<file path="config.mk">
export PLATFORM = sky130hd
export DESIGN_NAME = nn_mac_neuron
export DESIGN_NICKNAME = d
export VERILOG_FILES = /design/src/rtl/nn_pkg.sv /design/src/rtl/nn_mac_neuron.sv
export SDC_FILE = /design/constraint.sdc
export NUM_CORES = 1
export LEC_CHECK = 0
export CELL_PAD_IN_SITES_DETAIL_PLACEMENT = 0
export CELL_PAD_IN_SITES_GLOBAL_PLACEMENT = 1
export CORE_MARGIN = 2
export CORE_UTILIZATION = 48
export CTS_CLUSTER_SIZE = 25
export DETAILED_ROUTE_END_ITERATION = 6
export DONT_BUFFER_PORTS = 1
export GPL_ROUTABILITY_DRIVEN = 0
export PLACE_DENSITY = 0.83
export SYNTH_ARGS = -nofsm -noshare
export SYNTH_HDL_FRONTEND = slang
export SYNTH_SLANG_ARGS = --single-unit
export TNS_END_PERCENT = 1
</file>
<file path="constraint.sdc">
create_clock -name clk -period 7.5 [get_ports clk]
set_input_delay 1.125 -clock clk [delete_from_list [all_inputs] [get_ports clk]]
set_output_delay 1.125 -clock clk [all_outputs]
set_load 0.1 [all_outputs]
</file>
<file path="src/rtl/nn_pkg.sv">
// nn_pkg: shared neuron word type, MAC state encoding and the saturating clip used by layer blocks
package nn_pkg;
  localparam int NN_W = 16;
  typedef logic signed [NN_W-1:0] nn_word_t;
  typedef enum logic {ACCUM, OUT} mac_state_t;
  typedef struct packed {
    nn_word_t word;
    logic     sat;
  } clip_t;
  function automatic clip_t sat_clip(input logic signed [63:0] acc, input int w);
    logic signed [63:0] hi;
    logic signed [63:0] lo;
    clip_t r;
    hi = (64'sd1 <<< (w - 1)) - 64'sd1;
    lo = -(64'sd1 <<< (w - 1));
    r.sat = (acc > hi) || (acc < lo);
    r.word = nn_word_t'(acc > hi ? hi : acc < lo ? lo : acc);
    return r;
  endfunction
endpackage

</file>
<file path="src/rtl/nn_mac_neuron.sv">
// nn_mac_neuron: serial multiply-accumulate neuron; after N_INPUTS beats adds bias,
// saturates and holds a registered pre-activation until the downstream stage takes it.
module nn_mac_neuron
  import nn_pkg::*;
#(
  parameter int N_INPUTS = 2,
  parameter int W        = 16,
  parameter int ACC_W    = 40,
  parameter int FRAC     = 0
) (
  input  logic                clk,
  input  logic                rst_n,
  input  logic                in_valid,
  output logic                in_ready,
  input  logic signed [W-1:0] x_in,
  input  logic signed [W-1:0] w_in,
  input  logic signed [W-1:0] bias,
  output logic                out_valid,
  input  logic                out_ready,
  output logic signed [W-1:0] h_out,
  output logic                sat
);
  localparam int CNT_W = N_INPUTS > 1 ? $clog2(N_INPUTS) : 1;
  if (N_INPUTS < 1 || ACC_W < 2 * W + $clog2(N_INPUTS) + 1 || ACC_W > 64 || W > NN_W) begin : g_bad_params
    $error("nn_mac_neuron: illegal parameter combination");
  end
  mac_state_t                r_state;
  mac_state_t                w_next;
  logic signed [ACC_W-1:0]   r_acc;
  logic [CNT_W-1:0]          r_cnt;
  logic signed [W-1:0]       r_h;
  logic                      r_sat;
  logic signed [2*W-1:0]     w_prod;
  logic signed [ACC_W-1:0]   w_prod_ext;
  logic signed [ACC_W-1:0]   w_bias_ext;
  logic signed [ACC_W-1:0]   w_sum;
  logic signed [63:0]        w_sum64;
  logic                      w_fire;
  logic                      w_last;
  clip_t                     w_clip;
  always_comb begin
    w_fire = in_valid && r_state == ACCUM;
    w_last = r_cnt == CNT_W'(N_INPUTS - 1);
    w_prod = ((2 * W)'(x_in) * (2 * W)'(w_in)) >>> FRAC;
    w_prod_ext = ACC_W'(w_prod);
    w_bias_ext = w_last ? ACC_W'(bias) : ACC_W'(0);
    w_sum = r_acc + w_prod_ext + w_bias_ext;
    w_sum64 = 64'(w_sum);
    w_clip = sat_clip(w_sum64, W);
    w_next = r_state == ACCUM ? (w_fire && w_last ? OUT : ACCUM) : (out_ready ? ACCUM : OUT);
  end
  always_ff @(posedge clk or negedge rst_n) begin
    if (!rst_n) begin
      r_state <= ACCUM;
      r_acc   <= '0;
      r_cnt   <= '0;
      r_h     <= '0;
      r_sat   <= 1'b0;
    end else begin
      r_state <= w_next;
      if (w_fire) begin
        r_acc <= w_last ? '0 : w_sum;
        r_cnt <= w_last ? '0 : r_cnt + 1'b1;
        if (w_last) begin
          r_h   <= w_clip.word[W-1:0];
          r_sat <= w_clip.sat;
        end
      end
    end
  end
  assign in_ready  = r_state == ACCUM;
  assign out_valid = r_state == OUT;
  assign h_out     = r_h;
  assign sat       = r_sat;
endmodule

</file>
* After elaboration in Yosys (flattened, before gate mapping)
Index checks and enable logic that the tools add are counted.
** Storage, ports and cells
- Flip-flop bits (word level) :: 59
- Input port bits :: 52
** Operators by class
- Add/sub/neg operators :: 3
- $mul :: 1
- Magnitude comparators :: 2
- Muxes and demuxes :: 8
- Bitwise logic cells :: 1
- Reduce and logical (&&, ||, !) cells :: 4
** Operator list (number)
- two-way mux 40 bit :: 2
- adder 40 x 32 -> 40 bit :: 1
- adder 40 bit :: 1
- > comparator 40 x 16 -> 1 bit, second input constant :: 1
- < comparator 40 x 16 -> 1 bit, second input constant :: 1
- multiplier 16 x 16 -> 32 bit :: 1
- two-way mux 16 bit :: 2
- two-way mux 1 bit :: 4
- logical AND 1 bit :: 2
- AND reduction 2 bit :: 1
- adder 1 bit, second input constant :: 1
- logical OR 1 bit :: 1
- NOT 1 bit :: 1

* Logic depth before layout (Yosys ltp)
- Word-level depth :: 6
- Depth in mapped cells :: 28

* Worst setup path after synthesis
Ideal clock, no wire load.
- Kind :: input-to-reg
- Start :: input w_in[0]
- End :: register r_sat, in the netlist sat
- Library setup time :: 119 ps
- Arrival time :: 8041 ps
- Required time :: 7381 ps
- Path slack :: -660 ps
- Stages on the path :: 24
- Path buffers :: 1
- Cell sequence :: and2_1 -> fa_1 -> fa_1 -> inv_1 -> fa_1 -> fa_1 -> inv_1 -> fa_1 -> inv_1 -> fa_1 -> inv_1 -> ha_1 -> buf_2 -> and4_1 -> nand3_1 -> a211oi_1 -> o31a_1 -> o22ai_2 -> o211a_1 -> nor3_1 -> nand4_1 -> nor4_4 -> a21oi_2 -> o21a_1
** Between the ends
- Longest elaborated chain between the ends :: 5
- Elaborated cells on any way between the ends :: 6
- Classes of those cells :: add/sub (2); mul (1); order compare (2); reduce/logical (1)
** Ends and longest elaborated chain
- from (decl) :: line nn_mac_neuron.sv:16 : input logic signed [W-1:0] w_in,
- multiplier 16 x 16 -> 32 bit * :: line nn_mac_neuron.sv:44 : w_prod = ((2 * W)'(x_in) * (2 * W)'(w_in)) >>> FRAC;
- adder 40 x 32 -> 40 bit * :: line nn_mac_neuron.sv:47 : w_sum = r_acc + w_prod_ext + w_bias_ext;
- adder 40 bit * :: line nn_mac_neuron.sv:47
- > comparator 40 x 16 -> 1 bit or < comparator 40 x 16 -> 1 bit (tied branches) :: line nn_pkg.sv:16 : r.sat = (acc > hi) || (acc < lo);
- logical OR 1 bit * :: line nn_pkg.sv:16
- to (signal assigned) :: line nn_mac_neuron.sv:66 : r_sat <= w_clip.sat;
- to (decl) :: line nn_mac_neuron.sv:32 : logic r_sat;
Mark *: on every way between the ends. The rest lies on a longest branch, timed or not.
A chain may end at the register's enable or synchronous reset.

* Worst setup path in the final report
- Start :: input x_in[6]
- End :: register r_h[9], in the netlist h_out[9]
** Between the ends
- Longest elaborated chain between the ends :: 6
- Elaborated cells on any way between the ends :: 7
- Classes of those cells :: add/sub (2); mul (1); order compare (2); mux (2)
** Ends and longest elaborated chain
- from (decl) :: line nn_mac_neuron.sv:15 : input logic signed [W-1:0] x_in,
- multiplier 16 x 16 -> 32 bit * :: line nn_mac_neuron.sv:44
- adder 40 x 32 -> 40 bit * :: line nn_mac_neuron.sv:47
- adder 40 bit * :: line nn_mac_neuron.sv:47
- < comparator 40 x 16 -> 1 bit :: line nn_pkg.sv:17 : r.word = nn_word_t'(acc > hi ? hi : acc < lo ? lo : acc);
- two-way mux 16 bit :: line nn_pkg.sv:17
- two-way mux 16 bit * :: line nn_pkg.sv:17
- to (signal assigned) :: line nn_mac_neuron.sv:65 : r_h <= w_clip.word[W-1:0];
- to (decl) :: line nn_mac_neuron.sv:31 : logic signed [W-1:0] r_h;
Marks and branches as above.

==> results.toml <==
[timing]
slew_headroom_pct = 34.9
fmax_ghz = 0.134
final_max_slew_viol_count = 0
setup_ws_ns = 0.0198
timing.final.hold_violations = 0
setup_viol = 0
layout_worst_path_cycle_share_pct = 99.7
period_minus_slack_ns = 7.48
setup_repair_after_global_routing_missed_its_margin = "yes"
tightest_slew_ns = 0.976
clock_skews_ns = 0.00891

[place]
place_hpwl_um = 34100
numPortBuffers = 0
post-place-ws_ns = -0.386

[worst_setup_path]
number_of_cells_on_the_critical_path = 24
critPathRequiredTime_ns = 7.72
path_delay_family = "adder cells"
critPathCapture = "h_out[9]$_DFFE_PN0P_"
r2r_slack_ns = 0.32
capture_point_of_the_worst_reg_to_reg_path = "h_out[9]$_DFFE_PN0P_"
path_common_cell = "sky130_fd_sc_hd__fa_1"
cp_launch_type = "input pin"
worst_r2r_path_depth = 26
path_cells = "and2_4 > fa_1 > inv_2 > fa_1 > fa_1 > inv_2 > fa_1 > fa_1 > inv_2 > fa_1 > inv_2 > ha_4 > a21oi_4 > o21ai_2 > a21o_1 > a221o_1 > a221o_1 > xor2_2 > or4_4 > nor4_4 > nand4_1 > o21bai_4 > clkbuf_16 > o22ai_2"
critPathMaxFanout = 16
r2r_start = "r_cnt$_DFFE_PN0P_"
worstSetupStartpoint = "x_in[6]"
end_kind = "flip-flop"
cpPeakStageDelay_ns = 0.57
cp.arrival_ns = 7.70
crit_path_top_delay_cell = "sky130_fd_sc_hd__fa_1"
timing.critical_path.buf_inv = 5
worst-setup-path-type = "input pin to flip-flop"

[finish]
num-fill-cells = 3024
antenna-diode-count = 0
drive_gt1_share_pct = 14.4
num-nets-final = 2418
syn_to_final_growth_pct = 14.4

[logic_synthesis]
yosysMostFrequentCell = "sky130_fd_sc_hd__inv_1"
synth.yosys.warnings = 0
yosys.cell_types.count = 68
yosysSeqAreaShare_pct = 9.05
post-synth-top-area-cell = "sky130_fd_sc_hd__fa_1"
synth_top_area_share_pct = 45.2
yosys-top-cells-area = "sky130_fd_sc_hd__fa_1 (45%), sky130_fd_sc_hd__inv_1 (11%), sky130_fd_sc_hd__dfrtp_1 (9.1%)"
synth_flop_cell = "sky130_fd_sc_hd__dfrtp_1"
syn_area_um2 = 16300
postSynthAreaPerCell_um2 = 9.24
ys_ff_latch = 59
net_count_after_synthesis = 2297
synth.top_cells.by_count = "sky130_fd_sc_hd__inv_1 (475), sky130_fd_sc_hd__fa_1 (368), sky130_fd_sc_hd__nand2_1 (195)"
syn_inst = 1764
async_reset_ff_share_pct = 100
synth-edff-count = 0

[cts]
cts.clk_slew.worst_paths_ns = 0.06
clock-sinks = 59
ctsHtreeMaxLevel = 3
numCtsBuffers = 9
tritoncts_clock_tree = "built"
clock_path_buffers = 2
insertion_delay_ns = 0.34
clock-root-buffer = "sky130_fd_sc_hd__clkbuf_16"

[drt]
wl_um = 39900
drc_errors = 0
antenna_left = 0
detail_route.iter0.violations = 595
routed-via-count = 11958
detail_route.wl_per_cell_um = 17.1
vias_per_cell = 5.11
initial_drt_pass_iterations = 5

[status]
status = "completed"

[floorplan]
io-pin-count = 71
num_rows = 67
dieArea_um2 = 35500
die_height_um = 188
core_area_um2 = 33500
start_util_pct = 48.6
die_width_um = 188

[flow_run]
timing.max_cap.violations = 0

[global_route]
antenna_found_initial = 0
globalRouteOverflowTotal = 0
global_route.usage.total_pct = 24.1
grt_first_pass_wirelength_um = 68400
first_global_vias = 13181
grt_start_max_net_pins = 60

[worst_hold_path]
holdCritPathClass = "input pin to async pin"
==> layout by cell type, fill, tap and decap left out, types with 32 or more instances in the layout <==
| cell type | Yosys | layout |
|---|---|---|
| sky130_fd_sc_hd__ha_1 | 113 | 97 |
| sky130_fd_sc_hd__nand2_1 | 195 | 191 |
| sky130_fd_sc_hd__o21ai_0 | 44 | 43 |
| sky130_fd_sc_hd__fa_1 | 368 | 362 |
| sky130_fd_sc_hd__buf_4 | 0 | 156 |
| sky130_fd_sc_hd__inv_1 | 475 | 465 |
| sky130_fd_sc_hd__dfrtp_1 | 59 | 59 |
| sky130_fd_sc_hd__nor2_1 | 49 | 49 |
| sky130_fd_sc_hd__and2_1 | 113 | 110 |
| sky130_fd_sc_hd__a21oi_1 | 38 | 32 |
==> cell families after synthesis <==
group | after synthesis | share of synthesized area (%)
flops | 59 | 9.05
compound gates | 190 | 8.13
mux | 2 | 0.138
fa+ha+maj | 481 | 53.9
xor+xnor | 41 | 2.32
simple gates | 461 | 14.1
buf+inv | 530 | 12.4
==> routing by layer <==
layer  routed length [µm]  vias to the layer above  GRT usage (%)  share of wire, %
li1                     -                     5516              -                 -
met1                18300                     6109           35.1                46
met2                18800                      285           38.9                47
met3                 2160                       48           3.33               5.4
met4                  579                        0           4.75               1.5
met5                    0                        -              0                 0
==> how the worst min path moves through the flow <==
stage,cells past startpoint,to,start,slack [ns]
after detailed placement,2,r_acc[24]$_DFFE_PN0P_,r_acc[24]$_DFFE_PN0P_,0.51
after floorplan,2,r_acc[39]$_DFFE_PN0P_,r_acc[39]$_DFFE_PN0P_,0.47
after CTS,0,h_out[1]$_DFFE_PN0P_,rst_n,0.47
after global placement,2,r_acc[0]$_DFFE_PN0P_,r_acc[0]$_DFFE_PN0P_,0.51
final,0,h_out[0]$_DFFE_PN0P_,rst_n,0.47
after global routing,0,h_out[1]$_DFFE_PN0P_,rst_n,0.46
==> worst register-to-register path, cell delays in order, from the launching register on <==
cell,delay [ns]
sky130_fd_sc_hd__dfrtp_1,0.34
sky130_fd_sc_hd__buf_4,0.21
sky130_fd_sc_hd__nand2_1,0.14
sky130_fd_sc_hd__fa_1,0.50
sky130_fd_sc_hd__fa_1,0.52
sky130_fd_sc_hd__inv_1,0.04
sky130_fd_sc_hd__ha_1,0.28
sky130_fd_sc_hd__inv_1,0.06
sky130_fd_sc_hd__fa_1,0.52
sky130_fd_sc_hd__inv_1,0.07
sky130_fd_sc_hd__fa_1,0.56
sky130_fd_sc_hd__inv_2,0.05
sky130_fd_sc_hd__fa_1,0.57
sky130_fd_sc_hd__inv_2,0.06
sky130_fd_sc_hd__ha_4,0.24
sky130_fd_sc_hd__a21oi_4,0.16
sky130_fd_sc_hd__o21ai_2,0.08
sky130_fd_sc_hd__a21o_1,0.16
sky130_fd_sc_hd__a221o_1,0.34
sky130_fd_sc_hd__a221o_1,0.39
sky130_fd_sc_hd__xor2_2,0.22
sky130_fd_sc_hd__or4_4,0.56
sky130_fd_sc_hd__nor4_4,0.30
sky130_fd_sc_hd__nand4_1,0.23
sky130_fd_sc_hd__o21bai_4,0.24
sky130_fd_sc_hd__clkbuf_16,0.20
sky130_fd_sc_hd__o22ai_2,0.07
==> layout make-up <==
class / instances / area, µm² / share of cell area, %
clock buffer: 12 / 246 / 1.32
clock inverter: 4 / 50.0 / 0.268
inverter: 475 / 1790 / 9.60
multi-input combinational: 1175 / 13200 / 70.8
sequential: 59 / 1480 / 7.91
tap: 448 / 561 / 3.00
timing repair buffer: 165 / 1330 / 7.13
==> sequential cells by signal, summed over array words and instances (netlist names) <==
name	count
r_acc	40
h_out	16
out_valid	1
r_cnt	1
sat	1
==> per-stage QoR <==
| step | utilization [%] | instance area, µm² | setup TNS [ns] | cells | hold slack [ns] |
|---|---|---|---|---|---|
| 2_1_floorplan | - | 16400 | -1.80 | 1764 | 0.470 |
| 3_3_place_gp | 53.3 | 17900 | -5.17 | 2303 | 0.507 |
| 3_5_place_dp | 53.3 | 17900 | -5.75 | 2303 | 0.508 |
| 4_1_cts | 54.3 | 18200 | 0 | 2324 | 0.467 |
| 5_1_grt | 55.6 | 18700 | -2.34 | 2338 | 0.464 |
| 6_report | 55.6 | 18700 | 0 | 2338 | 0.474 |
==> what timing repair did <==
action / in CTS / in global routing
hold buffers: 0 / 0
pin swaps: 5 / 56
gates resized for setup: 4 / 62
buffers inserted: 5 / 13
setup endpoints to repair: 16 / 16
cloned: 0 / 1
Power is not shown: default switching activity piles up to over one toggle a cycle in this logic, so the estimate is an artifact.
